==> config.mk <==
export PLATFORM = sky130hd
export DESIGN_NAME = branch_unit_bht
export DESIGN_NICKNAME = d
export VERILOG_FILES = /design/src/rtl/branch_pkg.sv /design/src/rtl/branch_cond.sv /design/src/rtl/branch_unit_bht.sv
export SDC_FILE = /design/constraint.sdc
export NUM_CORES = 1
export LEC_CHECK = 0
export ABC_CLOCK_PERIOD_IN_PS = 4900
export BUFFER_PORTS_ARGS = -buffer_cell sky130_fd_sc_hd__buf_2
export CAP_MARGIN = 20
export CORE_ASPECT_RATIO = 1.4
export CORE_MARGIN = 3
export CORE_UTILIZATION = 45
export CTS_CLUSTER_SIZE = 28
export DETAILED_ROUTE_END_ITERATION = 7
export PLACE_DENSITY = 0.7
export SYNTH_ARGS = -nofsm -noshare
export SYNTH_HDL_FRONTEND = slang
export SYNTH_SLANG_ARGS = --single-unit
==> constraint.sdc <==
create_clock -name clk -period 4.9 [get_ports clk]
set_input_delay 1.47 -clock clk [delete_from_list [all_inputs] [get_ports clk]]
set_output_delay 1.47 -clock clk [all_outputs]
set_load 0.01 [all_outputs]
==> src/rtl/branch_pkg.sv <==
// -----------------------------------------------------------------------------
// branch_pkg
// Shared definitions for the branch resolution unit: RISC-V style branch
// funct3 encodings, the BHT counter type and its four named states.
// -----------------------------------------------------------------------------
package branch_pkg;

  localparam logic [2:0] F3_BEQ  = 3'b000;
  localparam logic [2:0] F3_BNE  = 3'b001;
  localparam logic [2:0] F3_BLT  = 3'b100;
  localparam logic [2:0] F3_BGE  = 3'b101;
  localparam logic [2:0] F3_BLTU = 3'b110;
  localparam logic [2:0] F3_BGEU = 3'b111;

  typedef logic [1:0] bht_cnt_t;

  localparam bht_cnt_t CNT_SNT = 2'd0;  // strongly not-taken
  localparam bht_cnt_t CNT_WNT = 2'd1;  // weakly not-taken
  localparam bht_cnt_t CNT_WT  = 2'd2;  // weakly taken
  localparam bht_cnt_t CNT_ST  = 2'd3;  // strongly taken

endpackage

==> src/rtl/branch_cond.sv <==
// -----------------------------------------------------------------------------
// branch_cond
// Purely combinational branch condition evaluation.
// Ports:
//   funct3  in   branch condition encoding
//   rs1     in   first operand
//   rs2     in   second operand
//   cond    out  condition true for the decoded comparison
//   legal   out  funct3 is a defined branch encoding (010/011 are not)
// -----------------------------------------------------------------------------
module branch_cond
  import branch_pkg::*;
#(
  parameter int XLEN = 32
) (
  input  logic [2:0]      funct3,
  input  logic [XLEN-1:0] rs1,
  input  logic [XLEN-1:0] rs2,
  output logic            cond,
  output logic            legal
);

  logic w_eq;
  logic w_lt_s;
  logic w_lt_u;

  assign w_eq   = (rs1 == rs2);
  assign w_lt_s = ($signed(rs1) < $signed(rs2));
  assign w_lt_u = (rs1 < rs2);

  always_comb begin
    cond  = 1'b0;
    legal = 1'b1;
    unique case (funct3)
      F3_BEQ:  cond = w_eq;
      F3_BNE:  cond = ~w_eq;
      F3_BLT:  cond = w_lt_s;
      F3_BGE:  cond = ~w_lt_s;
      F3_BLTU: cond = w_lt_u;
      F3_BGEU: cond = ~w_lt_u;
      default: legal = 1'b0;
    endcase
  end

endmodule

==> src/rtl/branch_unit_bht.sv <==
// -----------------------------------------------------------------------------
// branch_unit_bht
// Branch resolution unit with a 2-bit saturating-counter branch history table.
// Fetch side gets a registered prediction one cycle after a lookup; execute
// side resolves conditional branches, trains the table and raises a one-cycle
// registered mispredict with the corrected next PC.
// Ports:
//   clk, rst                  clock, synchronous active-high reset
//   pred_valid, pred_pc       fetch lookup request
//   pred_taken                registered prediction (counter MSB), held when idle
//   pred_taken_valid          pred_valid delayed one cycle
//   res_valid, res_branch     execute-stage instruction is a valid branch
//   res_funct3, res_rs1/rs2   branch condition and operands
//   res_pc, res_target        branch PC and computed target
//   res_predicted             prediction that travelled with this branch
//   taken                     combinational resolved outcome
//   mispredict, redirect_pc   registered redirect pulse and correct next PC
//   br_count, mis_count       free-running resolved/mispredict counters
// -----------------------------------------------------------------------------
module branch_unit_bht
  import branch_pkg::*;
#(
  parameter int       XLEN     = 32,
  parameter int       ENTRIES  = 64,
  parameter bht_cnt_t CNT_INIT = 2'b01
) (
  input  logic            clk,
  input  logic            rst,
  input  logic            pred_valid,
  input  logic [XLEN-1:0] pred_pc,
  output logic            pred_taken,
  output logic            pred_taken_valid,
  input  logic            res_valid,
  input  logic            res_branch,
  input  logic [2:0]      res_funct3,
  input  logic [XLEN-1:0] res_rs1,
  input  logic [XLEN-1:0] res_rs2,
  input  logic [XLEN-1:0] res_pc,
  input  logic [XLEN-1:0] res_target,
  input  logic            res_predicted,
  output logic            taken,
  output logic            mispredict,
  output logic [XLEN-1:0] redirect_pc,
  output logic [31:0]     br_count,
  output logic [31:0]     mis_count
);

  localparam int IDXW = $clog2(ENTRIES);

  bht_cnt_t        r_bht [ENTRIES];
  logic            r_pred_taken;
  logic            r_pred_taken_valid;
  logic            r_mispredict;
  logic [XLEN-1:0] r_redirect_pc;
  logic [31:0]     r_br_count;
  logic [31:0]     r_mis_count;

  logic [IDXW-1:0] w_idx_pred;
  logic [IDXW-1:0] w_idx_res;
  logic            w_cond;
  logic            w_legal;
  logic            w_taken;
  logic            w_resolve;
  logic            w_mis;
  bht_cnt_t        w_cnt_res;

  // Word-aligned PCs: the two LSBs never select an entry, nor do PC bits
  // above the index field.
  assign w_idx_pred = pred_pc[IDXW+1:2];
  assign w_idx_res  = res_pc[IDXW+1:2];

  logic w_unused;
  assign w_unused = ^{pred_pc[XLEN-1:IDXW+2], pred_pc[1:0]};

  branch_cond #(.XLEN(XLEN)) u_cond (
    .funct3 (res_funct3),
    .rs1    (res_rs1),
    .rs2    (res_rs2),
    .cond   (w_cond),
    .legal  (w_legal)
  );

  assign w_resolve = res_valid & res_branch & w_legal;
  assign w_taken   = w_resolve & w_cond;
  assign w_mis     = w_resolve & (w_taken != res_predicted);
  assign w_cnt_res = r_bht[w_idx_res];

  always_ff @(posedge clk) begin
    if (rst) begin
      for (int i = 0; i < ENTRIES; i++) r_bht[i] <= CNT_INIT;
      r_pred_taken       <= 1'b0;
      r_pred_taken_valid <= 1'b0;
      r_mispredict       <= 1'b0;
      r_redirect_pc      <= '0;
      r_br_count         <= '0;
      r_mis_count        <= '0;
    end else begin
      // Lookup reads the array before this edge's update lands, so a
      // same-index lookup sees the pre-update counter.
      if (pred_valid) r_pred_taken <= r_bht[w_idx_pred][1];
      r_pred_taken_valid <= pred_valid;
      r_mispredict       <= w_mis;

      if (w_resolve) begin
        r_br_count <= r_br_count + 32'd1;
        if (w_taken) begin
          if (w_cnt_res != CNT_ST) r_bht[w_idx_res] <= w_cnt_res + 2'd1;
        end else begin
          if (w_cnt_res != CNT_SNT) r_bht[w_idx_res] <= w_cnt_res - 2'd1;
        end
      end

      if (w_mis) begin
        r_mis_count   <= r_mis_count + 32'd1;
        r_redirect_pc <= w_taken ? res_target : (res_pc + XLEN'(4));
      end
    end
  end

  assign taken            = w_taken;
  assign pred_taken       = r_pred_taken;
  assign pred_taken_valid = r_pred_taken_valid;
  assign mispredict       = r_mispredict;
  assign redirect_pc      = r_redirect_pc;
  assign br_count         = r_br_count;
  assign mis_count        = r_mis_count;

endmodule

==> results of run 1 <==
==> metal layers <==
layer	global-route usage [%]	up-vias	part of all wire [%]
met2	46.2	792	51
li1	-	6056	-
met1	31.3	6574	36
met3	3.36	124	8.7
met5	0	-	0
met4	10.3	0	4.0
==> timing repair <==
| item | 4_1_cts | 5_1_grt |
|---|---|---|
| setup endpoints to repair | 0 | 1 |
| gates resized for setup | 0 | 13 |
| setup buffers | 0 | 3 |
==> layout make-up <==
| cell class | count | area (um^2) | area share [%] |
|---|---|---|---|
| multi-input cells | 1048 | 7760 | 45.0 |
| flip-flops and latches | 227 | 5830 | 33.8 |
| repair buffers | 342 | 2080 | 12.1 |
| clock buffers | 33 | 708 | 4.11 |
| well taps | 390 | 488 | 2.83 |
| inverters | 66 | 248 | 1.44 |
| clock inverters | 13 | 115 | 0.668 |
| diodes | 2 | 5.00 | 0.0290 |
==> where the power goes <==
| part | switching, mW | total, mW | internal, mW | leakage [nW] |
|---|---|---|---|---|
| Combinational | 0.531 | 0.860 | 0.329 | 4.20 |
| Clock | 0.813 | 1.90 | 1.08 | 0.397 |
| Sequential | 0.0250 | 2.07 | 2.04 | 1.90 |
| Total | 1.37 | 4.82 | 3.45 | 6.50 |
==> placed cells by master, fill, tap and decap left out, types with 8 or more instances in the layout <==
cell type / n
clkbuf_16: 27
buf_12: 9
xnor2_1: 24
xor2_1: 31
and4_1: 12
mux2_2: 30
a2111oi_0: 9
o41ai_1: 12
mux2i_1: 37
mux4_2: 40
nand3_1: 179
buf_4: 92
a22o_1: 10
o21ai_0: 19
nor2b_1: 30
a21oi_1: 38
and2_1: 12
a31oi_1: 8
edfxtp_1: 128
buf_2: 240
dfxtp_1: 99
nor2_1: 91
a31o_2: 25
nor3_2: 10
nand2b_1: 14
inv_1: 62
o2111ai_1: 13
nand2_1: 72
nor4_1: 16
nor3_1: 89
a31o_1: 39
a22oi_1: 11
and3_1: 19
nand4_1: 35
ha_1: 31
a221oi_1: 8
==> cell families (layout without fill, tap and decap cells) <==
| group | count (synthesis) | in the layout |
|---|---|---|
| adder cells (fa/ha/maj) | 35 | 35 |
| multiplexers | 109 | 109 |
| AO/OA/AOI/OAI | 243 | 243 |
| flip-flops | 227 | 227 |
| other | 0 | 2 |
| XOR/XNOR | 55 | 55 |
| buffers and inverters | 194 | 454 |
| AND/OR/NAND/NOR | 606 | 606 |
==> cells in the mapped netlist, types with 5 or more instances <==
master     count  area share, %
o21ai_0       19           0.67
a31o_1        39            2.4
nand4_1       35            1.5
nor3_1        98            3.4
a2111oi_0      9           0.55
xnor2_1       24            1.5
buf_1         11           0.29
a211oi_1       5           0.26
and2_1        12           0.53
nand3_1      180            6.3
and4_1        12           0.74
o2111ai_1     13           0.80
a31oi_1       11           0.48
and3_1        19           0.83
o211ai_1       7           0.37
a221oi_1       8           0.49
clkbuf_1      81            2.1
buf_6         12           0.95
xor2_1        31            1.9
a31o_2        25            1.5
nand2b_1      14           0.62
nor2b_1       30            1.3
mux2i_1       37            2.6
nor4_1        18           0.79
or3_1          7           0.31
inv_1         65            1.7
o2bb2ai_1      7           0.43
a22oi_1       11           0.58
nor2_1        92            2.4
mux2_2        30            2.4
edfxtp_1     128             27
ha_1          35            3.1
nand2_1       73            1.9
o41ai_1       12           0.74
a21oi_1       38            1.3
dfxtp_1       99             14
mux4_2        40            6.3
buf_2         20           0.70
a22o_1        10           0.62
==> sequential cells by signal, summed over array words and instances, names as in the netlist <==
register	flops
mis_count	32
pred_taken_valid	1
mispredict	1
pred_taken	1
br_count	32
r_bht	128
redirect_pc	32
==> metrics by stage <==
step | instance area (um^2) | cells | worst slack, ps
5_1_grt | 17200 | 2121 | -33.5
6_report | 17200 | 2121 | 100
2_1_floorplan | 14300 | 1469 | 39.1
3_3_place_gp | 16300 | 2070 | 52.8
4_1_cts | 17100 | 2116 | 13.7
3_5_place_dp | 16300 | 2070 | 16.0
==> critical path, cell delays in order <==
cell and delay (ps):
buf_2 80, inv_1 50, ha_4 260, nand4_1 110, nor4_2 280, buf_4 170
a21bo_4 220, o211a_1 140, o211ai_1 230, nand3_1 150, buf_6 160
==> worst min-delay path by stage <==
stage,from,end,cells after the start,slack [ps]
finish,redirect_pc[13],redirect_pc[13],1,460
CTS,redirect_pc[13],redirect_pc[13],1,460
detailed placement,redirect_pc[24],redirect_pc[24],1,440
global route,redirect_pc[24],redirect_pc[24],1,480
global placement,redirect_pc[16],redirect_pc[16],1,440
floorplan,redirect_pc[2],redirect_pc[2],2,490
==> flow_summary.json, run 1 <==
{
  "cp-end-kind": "output port",
  "io_pins": 269,
  "antenna_found_initial": 2,
  "clkTransAtPathRegs_ps": 60,
  "yosys.area_share.simple_pct": 21.8,
  "synth_edf_count": 128,
  "fill_cells": 2717,
  "htree_levels": 1,
  "drc": 0,
  "r2r-end": "r_bht[39][1]",
  "endpoint": "taken",
  "worstPathArrival_ps": 3330,
  "critPathKind": "in -> out",
  "slew_headroom_pct": 40.5,
  "ys_warn_count": 0,
  "rows": 76,
  "maxCapViolCount": 0,
  "r2r_setup_slack_ps": 1410,
  "syn_avg_cell_area_um2": 9.69,
  "routedWlPerCell_um": 21.7,
  "worst-r2r-cell-count": 9,
  "synthArstFlopShare_pct": 0,
  "postLayoutCoreUtil_pct": 55.6,
  "hold_path.class": "reg -> reg",
  "vias": 13546,
  "dp_hpwl_mm": 32.3,
  "die_area_um2": 33800,
  "clock_latency_ps": 530,
  "ir_worst_vdd_v": 0.000218,
  "synth_compound_area_share_pct": 13.3,
  "crit_fanout": 3,
  "start_util_pct": 45.9,
  "die_h_um": 216,
  "viasPerCell": 6.39,
  "portBuffers": 242,
  "synth-xor-area-share_pct": 3.38,
  "power.total_mw": 4.82,
  "clockBufferDepth": 3,
  "setup_viol_count_final": 0,
  "worst_slew_pin_slew_ps": 886,
  "hold_slack_ps": 459,
  "routed_wl_mm": 46.1,
  "setup_tns_ps": 0,
  "post-route-min-period_ps": 4800,
  "synth_area_um2": 14200,
  "fin_skew_ps": 7.27,
  "netlist_instances": 1469,
  "crit_start": "res_rs2[8]",
  "cts_sinks": 227,
  "power_density_nw_per_um2": 280,
  "antenna_left": 0,
  "place_congestion": 0.937,
  "grt_pass1_vias": 13159,
  "cts-buffers-inserted": 25,
  "synth-seq-cells": 227,
  "power.static_leakage_nw": 6.50,
  "final_layout_size_suffix_gt1_share_pct": 29.9,
  "synth_nets": 1673,
  "ctsHoldBuffers": 0,
  "grt_max_degree": 73,
  "grt_pass1_wl_mm": 70.9,
  "fmax_ghz": 0.208,
  "die_x_um": 156,
  "firstDrtPassIters": 5,
  "drtIter0Drc": 1383,
  "reg2reg_from": "r_bht[11][0]",
  "yosysSeqAreaShare_pct": 40.9,
  "hold_viol": 0,
  "area_growth_pct": 21.0,
  "synth_fa_ha_area_share_pct": 3.08,
  "min_period_over_period_pct": 98.0,
  "crit_required_ps": 3430,
  "core_area_um2": 31000,
  "synth_cell_types": 75,
  "status": "finished, final reports clean",
  "grt_overflow_total": 0,
  "cts_tree": "done",
  "grt_use_total_pct": 25.9,
  "startpoint_type": "primary input",
  "synth-main-ff-cell": "edfxtp_1",
  "synth_top_family_by_area": "simple AND/OR/NAND/NOR gates",
  "synth.area.mux_share_pct": 11.5,
  "ctsRootBufferMaster": "clkbuf_16",
  "fin_nets": 1914,
  "maxSlewViolCount": 0
}
(Power assumes the default switching activity.)
==> inputs of run 2 (changes only) <==
--- a/config.mk
+++ b/config.mk
@@ -6,8 +6,7 @@
 export NUM_CORES = 1
 export LEC_CHECK = 0
 export ABC_CLOCK_PERIOD_IN_PS = 4900
-export BUFFER_PORTS_ARGS = -buffer_cell sky130_fd_sc_hd__buf_2
-export CAP_MARGIN = 20
+export BUFFER_PORTS_ARGS = -buffer_cell sky130_fd_sc_hd__buf_4
 export CORE_ASPECT_RATIO = 1.4
 export CORE_MARGIN = 3
 export CORE_UTILIZATION = 45
==> run 2 against run 1 <==
  * Non-clock buffer count shrank 9
  * Largest power group unchanged
  * Cell count fell by 0.66%
  * Critical path depth stayed put
  * Highest routed layer unchanged
  * Sequential power hardly changed
  * Wire length up 0.83%
==> flow_summary.json, run 2 (synthesis gave the netlist of run 1 again) <==
{
  "postLayoutCoreUtil_pct": 57.1,
  "hold_path_startpoint": "redirect_pc[18]",
  "maxCapViolCount": 0,
  "power_density_nw_per_um2": 268,
  "crit_required_ps": 3430,
  "worst-r2r-cell-count": 9,
  "clock_latency_ps": 530,
  "cp-end-kind": "output port",
  "power.total_mw": 4.74,
  "place_congestion": 0.944,
  "setup_viol_count_final": 0,
  "dp_slack_ps": 18.5,
  "slew_headroom_pct": 31.5,
  "worstPathArrival_ps": 3360,
  "core_area_um2": 31000,
  "post-route-min-period_ps": 4830,
  "htree_levels": 1,
  "final_common_cell": "buf_4",
  "die_x_um": 156,
  "grt_use_total_pct": 26.3,
  "hold_path.class": "reg -> reg",
  "dp_hpwl_mm": 32.9,
  "status": "finished, final reports clean",
  "fin_skew_ps": 17.4,
  "min_path_cells": 1,
  "r2r_setup_slack_ps": 1360,
  "area_growth_pct": 24.2,
  "viasPerCell": 6.30,
  "fmax_ghz": 0.207,
  "io_pins": 269,
  "clkTransAtPathRegs_ps": 60,
  "grt_max_degree": 71,
  "n_antenna_cell": 0,
  "cts_sinks": 227,
  "fin_nets": 1904,
  "fill_cells": 2680,
  "timing.final.ws_setup_ps": 69.5,
  "grt_pass1_vias": 13126,
  "grt_pass1_wl_mm": 71.9,
  "routed_wl_mm": 46.5,
  "drtIter0Drc": 1186,
  "crit_start": "res_rs2[9]",
  "max_stage_delay_ps": 310,
  "cts_tree": "done",
  "min_period_over_period_pct": 98.6,
  "worst_slew_pin_slew_ps": 1020,
  "antenna_found_initial": 0,
  "hold_viol": 0,
  "crit_chain": "buf_4, inv_1, ha_4, nand4_1, nor4_2, buf_4, a21bo_4, o211a_1, o211ai_1, nand3_1, buf_6",
  "regMostFlops": "r_bht",
  "critical_path_buf_inv_count": 4,
  "startpoint_type": "primary input",
  "clockBufferDepth": 3,
  "critPathKind": "in -> out",
  "antenna_left": 0,
  "crit_top_cell": "buf_4",
  "final_cell_mix": "buf_4, nand3_1, edfxtp_1",
  "rows": 76,
  "reg2reg_from": "r_bht[11][0]",
  "final_layout_size_suffix_gt1_share_pct": 29.1,
  "portBuffers": 242,
  "maxSlewViolCount": 0,
  "routedWlPerCell_um": 22.1,
  "cp.depth": 11,
  "ctsRootBufferMaster": "clkbuf_16",
  "critPathSlowestCell": "nor4_2",
  "grt_overflow_total": 0,
  "drc": 0,
  "ir_worst_vdd_v": 0.000197,
  "cts-buffers-inserted": 24,
  "crit_fanout": 3,
  "start_util_pct": 45.9,
  "largest_register_ffs": 128,
  "die_area_um2": 33800,
  "power.static_leakage_nw": 6.53,
  "die_h_um": 216,
  "vias": 13270,
  "cp_top_family": "simple AND/OR/NAND/NOR gates",
  "firstDrtPassIters": 6
}
==> run 2: path summary, 6_finish.rpt <==
kind / to
min reg2reg: redirect_pc[18]
max reg2reg: r_bht[23][1]
max: taken
min: redirect_pc[18]
==> run 2: repair_timing <==
action                     CTS  global route
setup endpoints to repair    0             1
resized for setup            0            12
buffers inserted             0             2
hold buffers                 0             0
==> run 2: area by class of cell <==
type	instances	area (um^2)	area share (%)
inverter	66	248	1.40
timing repair buffer	333	2620	14.8
multi-input combinational	1048	7760	43.9
clock inverter	16	140	0.792
tap	390	488	2.76
sequential	227	5830	32.9
clock buffer	27	612	3.46
==> run 2: stage by stage <==
stage	area (um^2)	instances	hold slack, ps	setup TNS (ps)
floorplan	14300	1469	490	0
global placement	16800	2062	448	0
detailed placement	16800	2062	453	0
CTS	17600	2105	467	0
global route	17700	2107	495	-38.4
finish	17700	2107	467	0
==> run 2: report_power, final <==
group / internal, mW / switching, mW / total, mW
clock: 1.00 / 0.765 / 1.77
sequential: 2.04 / 0.0251 / 2.07
combinational: 0.373 / 0.535 / 0.908
total: 3.42 / 1.32 / 4.74
==> run 2: routing by layer <==
metal | GRT usage [%] | up-vias | wire, um
met3 | 3.84 | 118 | 3840
met1 | 31.8 | 6420 | 17000
met4 | 10.9 | 0 | 1980
met5 | 0 | - | 0
met2 | 46.5 | 702 | 23700
li1 | - | 6030 | -
